$ cat config.mk
export PLATFORM = sky130hd
export DESIGN_NAME = pc_flow_ctrl
export DESIGN_NICKNAME = d
export VERILOG_FILES = /design/src/rtl/pc_flow_ctrl_pkg.sv /design/src/rtl/pc_flow_ctrl_md_busy_timer.sv /design/src/rtl/pc_flow_ctrl.sv
export SDC_FILE = /design/constraint.sdc
export NUM_CORES = 1
export LEC_CHECK = 0
export CAP_MARGIN = 20
export CORE_MARGIN = 5
export CORE_UTILIZATION = 40
export DETAILED_ROUTE_END_ITERATION = 7
export PLACE_DENSITY = 0.86
export REMOVE_ABC_BUFFERS = 1
export SETUP_SLACK_MARGIN = 0.05
export SLEW_MARGIN = 15
export SYNTH_ARGS = -nofsm -noshare
export SYNTH_HDL_FRONTEND = slang
export SYNTH_HIERARCHICAL = 1
export SYNTH_SLANG_ARGS = --single-unit
export TNS_END_PERCENT = 30
$ cat constraint.sdc
create_clock -name clk -period 2.4 [get_ports clk]
set_input_delay 0.24 -clock clk [delete_from_list [all_inputs] [get_ports clk]]
set_output_delay 0.24 -clock clk [all_outputs]
set_load 0.01 [all_outputs]
$ cat src/rtl/pc_flow_ctrl_pkg.sv
// pc_flow_ctrl_pkg: shared FSM encoding, reset PC and sequential-PC helper for the fetch flow controller
package pc_flow_ctrl_pkg;
  typedef enum logic [1:0] {
    FLOW_BOOT = 2'd0,
    FLOW_RUN  = 2'd1,
    FLOW_MDW  = 2'd2
  } flow_state_e;
  localparam logic [31:0] PC_INITIAL = 32'h0000_3000;
  function automatic logic [31:0] seq_pc(input logic [31:0] pc);
    return pc + 32'd4;
  endfunction
endpackage

$ cat src/rtl/pc_flow_ctrl_md_busy_timer.sv
// md_busy_timer: load/decrement counter tracking how long the mult/div unit stays busy
module md_busy_timer #(
  parameter int MULT_CYCLES = 5,
  parameter int DIV_CYCLES  = 10,
  parameter int CNT_W       = 4
) (
  input  logic clk,
  input  logic reset,
  input  logic load,
  input  logic is_div,
  output logic busy,
  output logic last
);
  logic [CNT_W-1:0] cnt;
  always_ff @(posedge clk or negedge reset)
    if (!reset) cnt <= '0;
    else if (load) cnt <= is_div ? CNT_W'(DIV_CYCLES) : CNT_W'(MULT_CYCLES);
    else if (cnt != '0) cnt <= cnt - CNT_W'(1);
  assign busy = cnt != '0;
  assign last = cnt == CNT_W'(1);
endmodule

$ cat src/rtl/pc_flow_ctrl.sv
// pc_flow_ctrl: fetch PC sequencing, merging hazard stalls, mult/div busy stalls and taken redirects
module pc_flow_ctrl
  import pc_flow_ctrl_pkg::*;
#(
  parameter logic [31:0] PC_INIT = PC_INITIAL,
  parameter int MULT_CYCLES = 5,
  parameter int DIV_CYCLES  = 10,
  parameter int CNT_W       = 4
) (
  input  logic        clk,
  input  logic        reset,
  input  logic [31:0] pc_now,
  input  logic        hazard_stall,
  input  logic        md_start,
  input  logic        md_is_div,
  input  logic        md_use_d,
  input  logic        redirect_valid,
  input  logic [31:0] redirect_target,
  output logic        pc_en,
  output logic [31:0] npc,
  output logic        d_stall,
  output logic        e_flush,
  output logic        md_busy,
  output logic [31:0] stall_cycles
);
  flow_state_e state;
  logic run, tmr_busy, md_last, stall;
  assign run = state != FLOW_BOOT;
  md_busy_timer #(.MULT_CYCLES(MULT_CYCLES), .DIV_CYCLES(DIV_CYCLES), .CNT_W(CNT_W)) u_tmr (
    .clk    (clk),
    .reset  (reset),
    .load   (state == FLOW_RUN && md_start),
    .is_div (md_is_div),
    .busy   (tmr_busy),
    .last   (md_last)
  );
  assign md_busy = tmr_busy | (run & md_start);
  assign stall   = run & (hazard_stall | (md_busy & md_use_d));
  assign pc_en   = run & ~stall;
  assign d_stall = stall;
  assign e_flush = stall;
  // a stalled branch stays in D and re-presents its redirect, so stall wins over redirect
  assign npc = !run ? PC_INIT : stall ? pc_now : redirect_valid ? redirect_target : seq_pc(pc_now);
  always_ff @(posedge clk or negedge reset)
    if (!reset) begin
      state        <= FLOW_BOOT;
      stall_cycles <= '0;
    end else begin
      state <= state == FLOW_RUN ? (md_start ? FLOW_MDW : FLOW_RUN) :
               state == FLOW_MDW ? (md_last ? FLOW_RUN : FLOW_MDW) : FLOW_RUN;
      if (stall && stall_cycles != '1) stall_cycles <= stall_cycles + 32'd1;
    end
  a_no_restart: assert property (@(posedge clk) disable iff (!reset) !(md_start && state == FLOW_MDW));
  a_timer_sync: assert property (@(posedge clk) disable iff (!reset) (state == FLOW_MDW) == tmr_busy);
endmodule

==> reports/metrics.cfg, run 1 <==
[run_status]
outcome = complete, but fails checks
violations = setup timing

[placement]
gp_routability_congestion = 1.01
dp_hpwl_um = 9960
port_buffers = 138

[critical_path]
required_ns = 2.16
cp.arrival_ns = 2.41
worstSetupPathType = flip-flop to output pin
crit_slowest_cell = dfrtp_1
crit_fanout = 2
crit_path_end_kind = output pin
start_kind = flip-flop
crit_top_cell = inv_2
cp_slowest_stage_delay_ns = 0.39
crit_chain = inv_2 -> ha_4 -> nor3b_4 -> inv_2 -> a21oi_4 -> o21ai_2 -> or3_4 -> or3_1 -> a31oi_1 -> buf_2

[floorplanning]
io_pins = 139
dieHeight_um = 102
rows = 33
die-area_um2 = 10400
fp.dieW_um = 102
start_util_pct = 41.3
core_um2 = 8220

[timing]
hold_violations = 0
setup_ws_ns = -0.248
slew_headroom_pct = 67.5
slew_viol_final = 0
worstMarginPinSlew_ns = 0.486
fin_crit_sh_pct = 110
fin_crit_ns = 2.65
rsz0062_at_grt = true
skew_ns = 0.00809
setup_violations = 29
fmax_ghz = 0.378

[clocking]
cts_tree = yes
clk_pin_slew_ns = 0.07
h-tree-depth = 2
clockRootBuffer = clkbuf_8
clk_path_buf_depth = 2
hold_buffers = 0
cts.sinks = 38
cts_buffers = 5
clock_latency_ns = 0.29

[route]
top_layer = met4
wl_um = 14000
ant_nets = 0
met2_length_um = 6670
wl_met3_um = 1700
vias_per_cell = 5.93
wirelength_met1_um = 5220
drcViolationCount = 0
first_pass_iters = 5
dr.first_iter.drc_count = 222
wl_per_cell_um = 18.3
via_count = 4516

[global_routing]
grt_max_degree = 46
gr-total-overflow = 0
grt_antenna_before_repair = 0
grtUsageTotal_pct = 26.0
grt_pass1_wl_um = 22000
grt_pass1_vias = 4596

[final_layout]
nFillCells = 613
syn_to_final_growth_pct = 70.2
final_nets = 732
drive_gt1_share_pct = 30.7
antennaDiodeCount = 0
final_core_util_pct = 70.2

[yosys]
postSynthAreaPerCell_um2 = 7.94
ys_warn_count = 6
synth_top_area_share_pct = 28.1
yosysTopAreaCell = dfrtp_1
synth_ff_type = dfrtp_1
synth.distinct_cells = 70
synthXorXnorAreaFrac_pct = 7.49
synthTopCellsByArea = dfrtp_1, nand3_1, nand2_1
synth-edff-count = 0
ys_ff_latch = 38
synth-compound-area-share_pct = 21.0
netlist_instances = 427
synth_mux_area_share_pct = 3.54
synthAdderAreaFrac_pct = 1.85
synth_top_family_by_area = simple AND/OR/NAND/NOR gates
synthSimpleGateAreaFrac_pct = 33.7
async_flop_share_pct = 100
synth_area_um2 = 3390
yosysSeqAreaShare_pct = 28.1

[run]
maxCapViolations = 0

[power_and_ir_drop]
total_power_w = 0.00347
power_density_nw_per_um2 = 601
peakVddDrop_uv = 795
leakage_nw = 2.45

[min_path]
hp-class = primary input to async pin

[cell usage after synthesis (all sizes together), types with 4 or more instances]
cell type	number
nand2	46
dfrtp	38
nand3	35
nor2	29
a21oi	24
o21ai	23
nand4	19
nor3	19
xnor2	18
and3	15
clkbuf	15
a31oi	11
xor2	11
inv	10
buf	9
o31ai	7
or3	7
a211oi	6
mux2i	6
o21a	6
and2	5
ha	5
mux2	5
nor4	5
a21o	4
and4	4
o211ai	4
[per-layer routing]
layer | vias up | GRT usage, %
met5 | - | 0
met4 | 0 | 8.98
met3 | 44 | 5.94
met2 | 307 | 45.9
met1 | 2116 | 30.9
li1 | 2049 | -
[final timing paths]
path / start / endpoint / slack, ns / cells after the start
hold reg to reg: stall_cycles[5] / stall_cycles[5] / 0.51 / 1
setup / recovery: u_tmr/cnt[1] / npc[31] / -0.25 / 10
min in group clk: stall_cycles[5] / stall_cycles[5] / 0.51 / 1
hold / removal: reset / stall_cycles[25] / 0.37 / 2
max in group asynchronous: reset / u_tmr/cnt[1] / 1.70 / 2
setup reg to reg: u_tmr/cnt[1] / stall_cycles[31] / 0.09 / 13
[layout by cell type, fill, tap and decap left out, types with 4 or more instances in the layout]
cell             instances
and2_1                   5
o21ai_0                 13
clkbuf_8                 6
dfrtp_1                 38
a21oi_1                 20
inv_1                    6
a31oi_1                  9
mux2i_1                  6
nor3_2                   4
o211ai_1                 4
nor3_1                  15
nand3_1                 31
nand4_1                 17
clkdlybuf4s50_1         97
o21ai_1                  7
xor2_1                  11
o21a_1                   6
dlygate4sd2_1            5
inv_2                    4
and3_1                  12
nor2_1                  27
buf_6                   18
o31ai_1                  7
nand2_1                 44
or3_1                    6
buf_4                   89
buf_2                   33
xnor2_1                 18
[timing repair]
item,in CTS,in global routing
buffers inserted,15,5
gates resized for setup,193,15
endpoints found under the setup margin,40,51
endpoints found under the hold margin,0,0
cloned,2,0
pin swaps,28,11
[cells by family (layout without fill, tap and decap cells)]
family | after synthesis | in the layout
AND/OR/NAND/NOR | 202 | 202
buffers and inverters | 34 | 264
adder cells (fa/ha/maj) | 5 | 5
multiplexers | 11 | 11
AO/OA/AOI/OAI | 108 | 108
flip-flops | 38 | 38
XOR/XNOR | 29 | 29
[cell type report]
| class | count | area (µm²) | area share (%) |
|---|---|---|---|
| clock buffer | 7 | 86.3 | 1.50 |
| clock inverter | 1 | 5.00 | 0.0867 |
| sequential | 38 | 951 | 16.5 |
| multi-input combinational | 355 | 2440 | 42.3 |
| timing repair buffer | 246 | 2120 | 36.7 |
| inverter | 10 | 37.5 | 0.650 |
| tap | 105 | 131 | 2.28 |
[critical path: cells and delay by family, from the launching register on]
family,cells,cell delay (ns)
AND/OR/NAND/NOR,3,0.89
adder cells (fa/ha/maj),1,0.13
flip-flops,1,0.39
buffers and inverters,3,0.32
AO/OA/AOI/OAI,3,0.40
[power breakdown]
part	switching, W	internal (W)	total [W]
combinational	0.00106	0.00109	0.00215
clock	0.000219	0.000232	0.000451
sequential	0.000112	0.000752	0.000865
[state kept, by name (all words and copies together) (netlist names)]
name / count
state: 2
stall_cycles: 32
u_tmr/cnt: 4
[through the flow]
stage	TNS (ns)	hold WS (ns)	setup WS, ns	cells	instance area [µm²]
after detailed placement	-9.41	0.497	-0.501	732	5450
after CTS	-2.09	0.384	-0.257	757	5690
after global routing	-7.10	0.409	-0.381	762	5770
final	-2.58	0.369	-0.248	762	5770
after global placement	-8.81	0.489	-0.520	732	5450
after floorplan	-16.31	-0.0556	-0.837	403	3280
Note: power is estimated with default switching activity, not from simulation.
==> run 2, diff against run 1 <==
--- a/config.mk
+++ b/config.mk
@@ -12,6 +12,7 @@
 export PLACE_DENSITY = 0.86
 export REMOVE_ABC_BUFFERS = 1
 export SETUP_SLACK_MARGIN = 0.05
+export SKIP_CTS_REPAIR_TIMING = 1
 export SLEW_MARGIN = 15
 export SYNTH_ARGS = -nofsm -noshare
 export SYNTH_HDL_FRONTEND = slang
==> constraint.sdc (replaced) <==
create_clock -name clk -period 2.4 [get_ports clk]
set_input_delay 0.72 -clock clk [delete_from_list [all_inputs] [get_ports clk]]
set_output_delay 0.72 -clock clk [all_outputs]
set_load 0.01 [all_outputs]
==> reports/metrics.cfg, run 2 (same netlist as run 1, synthesis figures left out) <==
[critical_path]
cp.arrival_ns = 2.53  ; was 2.41 ns
crit_fanout = 5  ; was 2
start_kind = flip-flop  ; unchanged
crit_path_end_kind = output pin  ; unchanged
worstSetupPathType = flip-flop to output pin  ; unchanged
required_ns = 1.68  ; was 2.16 ns

[timing]
fin_crit_sh_pct = 135  ; was 110%
fmax_ghz = 0.308  ; was 0.378 GHz
slew_headroom_pct = 63.1  ; was 67.5%
setup_ws_ns = -0.848  ; was -0.248 ns
skew_ns = 0.00661  ; was 0.00809 ns
worstMarginPinSlew_ns = 0.549  ; was 0.486 ns
hold_violations = 0  ; unchanged
slew_viol_final = 0  ; unchanged
rsz0062_at_grt = true  ; unchanged
fin_crit_ns = 3.25  ; was 2.65 ns
setup_violations = 35  ; was 29

[power_and_ir_drop]
power_density_nw_per_um2 = 597  ; was 601 nW/µm²
peakVddDrop_uv = 757  ; was 795 µV
total_power_w = 0.00377  ; was 0.00347 W
leakage_nw = 2.93  ; was 2.45 nW

[final_layout]
largest-register = stall_cycles  ; unchanged
nFillCells = 516  ; was 613
syn_to_final_growth_pct = 86.3  ; was 70.2%
drive_gt1_share_pct = 38.9  ; was 30.7%
final_nets = 756  ; was 732
design_area_um2 = 6320  ; was 5770 µm²
final_cell_mix = buf_4, clkdlybuf4s50_1, nand2_1, dfrtp_1, nand3_1  ; was clkdlybuf4s50_1, buf_4, nand2_1
largest_reg_flops = 32  ; unchanged
final_common_cell = buf_4  ; was clkdlybuf4s50_1
reg_top3 = stall_cycles (32), u_tmr/cnt (4), state (2)  ; unchanged

[floorplanning]
die-area_um2 = 10400  ; unchanged
io_pins = 139  ; unchanged
fp.dieW_um = 102  ; unchanged
start_util_pct = 41.3  ; unchanged
dieHeight_um = 102  ; unchanged
core_um2 = 8220  ; unchanged
rows = 33  ; unchanged

[run_status]
outcome = complete, but fails checks  ; unchanged
violations = setup timing  ; unchanged

[route]
ant_nets = 0  ; unchanged
first_pass_iters = 6  ; was 5
vias_per_cell = 6.13  ; was 5.93
dr.first_iter.drc_count = 293  ; was 222
wl_per_cell_um = 20.8  ; was 18.3 µm
via_count = 4822  ; was 4516
drcViolationCount = 0  ; unchanged
wl_um = 16300  ; was 14000 µm

[clocking]
cts.sinks = 38  ; unchanged
clock_latency_ns = 0.30  ; was 0.29 ns
clk_pin_slew_ns = 0.07  ; about the same
cts_buffers = 5  ; unchanged
cts_tree = yes  ; unchanged
clockRootBuffer = clkbuf_8  ; unchanged
clk_path_buf_depth = 2  ; unchanged
h-tree-depth = 2  ; unchanged

[min_path]
hp-class = flip-flop to flip-flop  ; was primary input to async pin

[global_routing]
grt_pass1_vias = 4497  ; was 4596
grt_antenna_before_repair = 1  ; was 0
grt_pass1_wl_um = 21200  ; was 22000 µm
gr-total-overflow = 0  ; unchanged
grtUsageTotal_pct = 25.2  ; was 26.0%
grt_max_degree = 39  ; was 46

[placement]
port_buffers = 138  ; unchanged
placed_area_um2 = 5620  ; was 5450 µm²
gp_routability_congestion = 0.940  ; was 1.01
dp_hpwl_um = 10700  ; was 9960 µm

[run]
maxCapViolations = 0  ; unchanged

## run 2: cell types whose count changed in the layout (fill, tap and decap cells not counted), moves of 4 or more
cell	previous run	this run
dlymetal6s2s_1	0	27
clkdlybuf4s50_1	97	73
buf_4	89	103
clkbuf_2	1	13
buf_2	33	23
buf_6	18	24
nand2_1	44	38
a21oi_1	20	15
a21oi_2	3	8
dlygate4sd2_1	5	0
nor2_1	27	22
nand2_2	2	6
nor2_2	1	5
## run 2: stage by stage
step                      setup WS (ns)  hold slack (ns)  cells  util, %  TNS, ns
final                            -0.848            0.524    787     76.9   -21.55
after detailed placement          -1.47            0.510    755     68.4   -47.78
after CTS                         -1.49            0.527    763     69.7   -42.80
after global placement            -1.46            0.492    755     68.4   -45.21
after floorplan                   -1.32            0.424    403        -   -32.15
after global routing             -0.907            0.550    787     76.9   -26.12
## run 2: power breakdown
group	switching, W	internal, W
registers	0.000116	0.000752
logic	0.00119	0.00118
clock network	0.000233	0.000306
total	0.00154	0.00223
## run 2: final cells by class
cell class                 instances  area [µm²]  area share (%)
timing repair buffer             270        2440            38.6
clock buffer                       5        68.8            1.09
clock inverter                     3        40.0           0.634
antenna                            1        2.50          0.0396
inverter                          10        37.5           0.594
tap                              105         131            2.08
sequential                        38         951            15.1
multi-input combinational        355        2650            41.9
## run 2: path summary, 6_finish.rpt
kind / slack, ns / from / cells past startpoint / end
max in group asynchronous: 1.22 / reset / 2 / u_tmr/cnt[0]
max reg2reg: 0.03 / u_tmr/cnt[0] / 13 / stall_cycles[21]
min: 0.52 / stall_cycles[5] / 1 / stall_cycles[5]
min in group asynchronous: 0.85 / reset / 2 / stall_cycles[31]
max: -0.85 / u_tmr/cnt[0] / 12 / npc[22]
min reg2reg: 0.52 / stall_cycles[5] / 1 / stall_cycles[5]
## run 2: worst max-delay path, stage by stage (launching register included)
cell       delay, ns
dfrtp_1         0.39
inv_2           0.09
ha_4            0.13
nor3b_4         0.19
inv_2           0.08
a21oi_4         0.20
o21a_4          0.22
buf_6           0.14
buf_6           0.13
o21ai_0         0.14
a32oi_1         0.24
o2bb2ai_1       0.12
buf_2           0.16
## run 2: metal layers
| metal | part of all wire (%) | global-route usage (%) | wire, µm | vias up |
|---|---|---|---|---|
| met5 | 0 | 0 | 0 | - |
| met4 | 5.0 | 7.16 | 812 | 0 |
| met3 | 11 | 4.85 | 1850 | 96 |
| met2 | 47 | 45.4 | 7700 | 360 |
| met1 | 37 | 30.5 | 5980 | 2265 |
| li1 | - | - | - | 2101 |
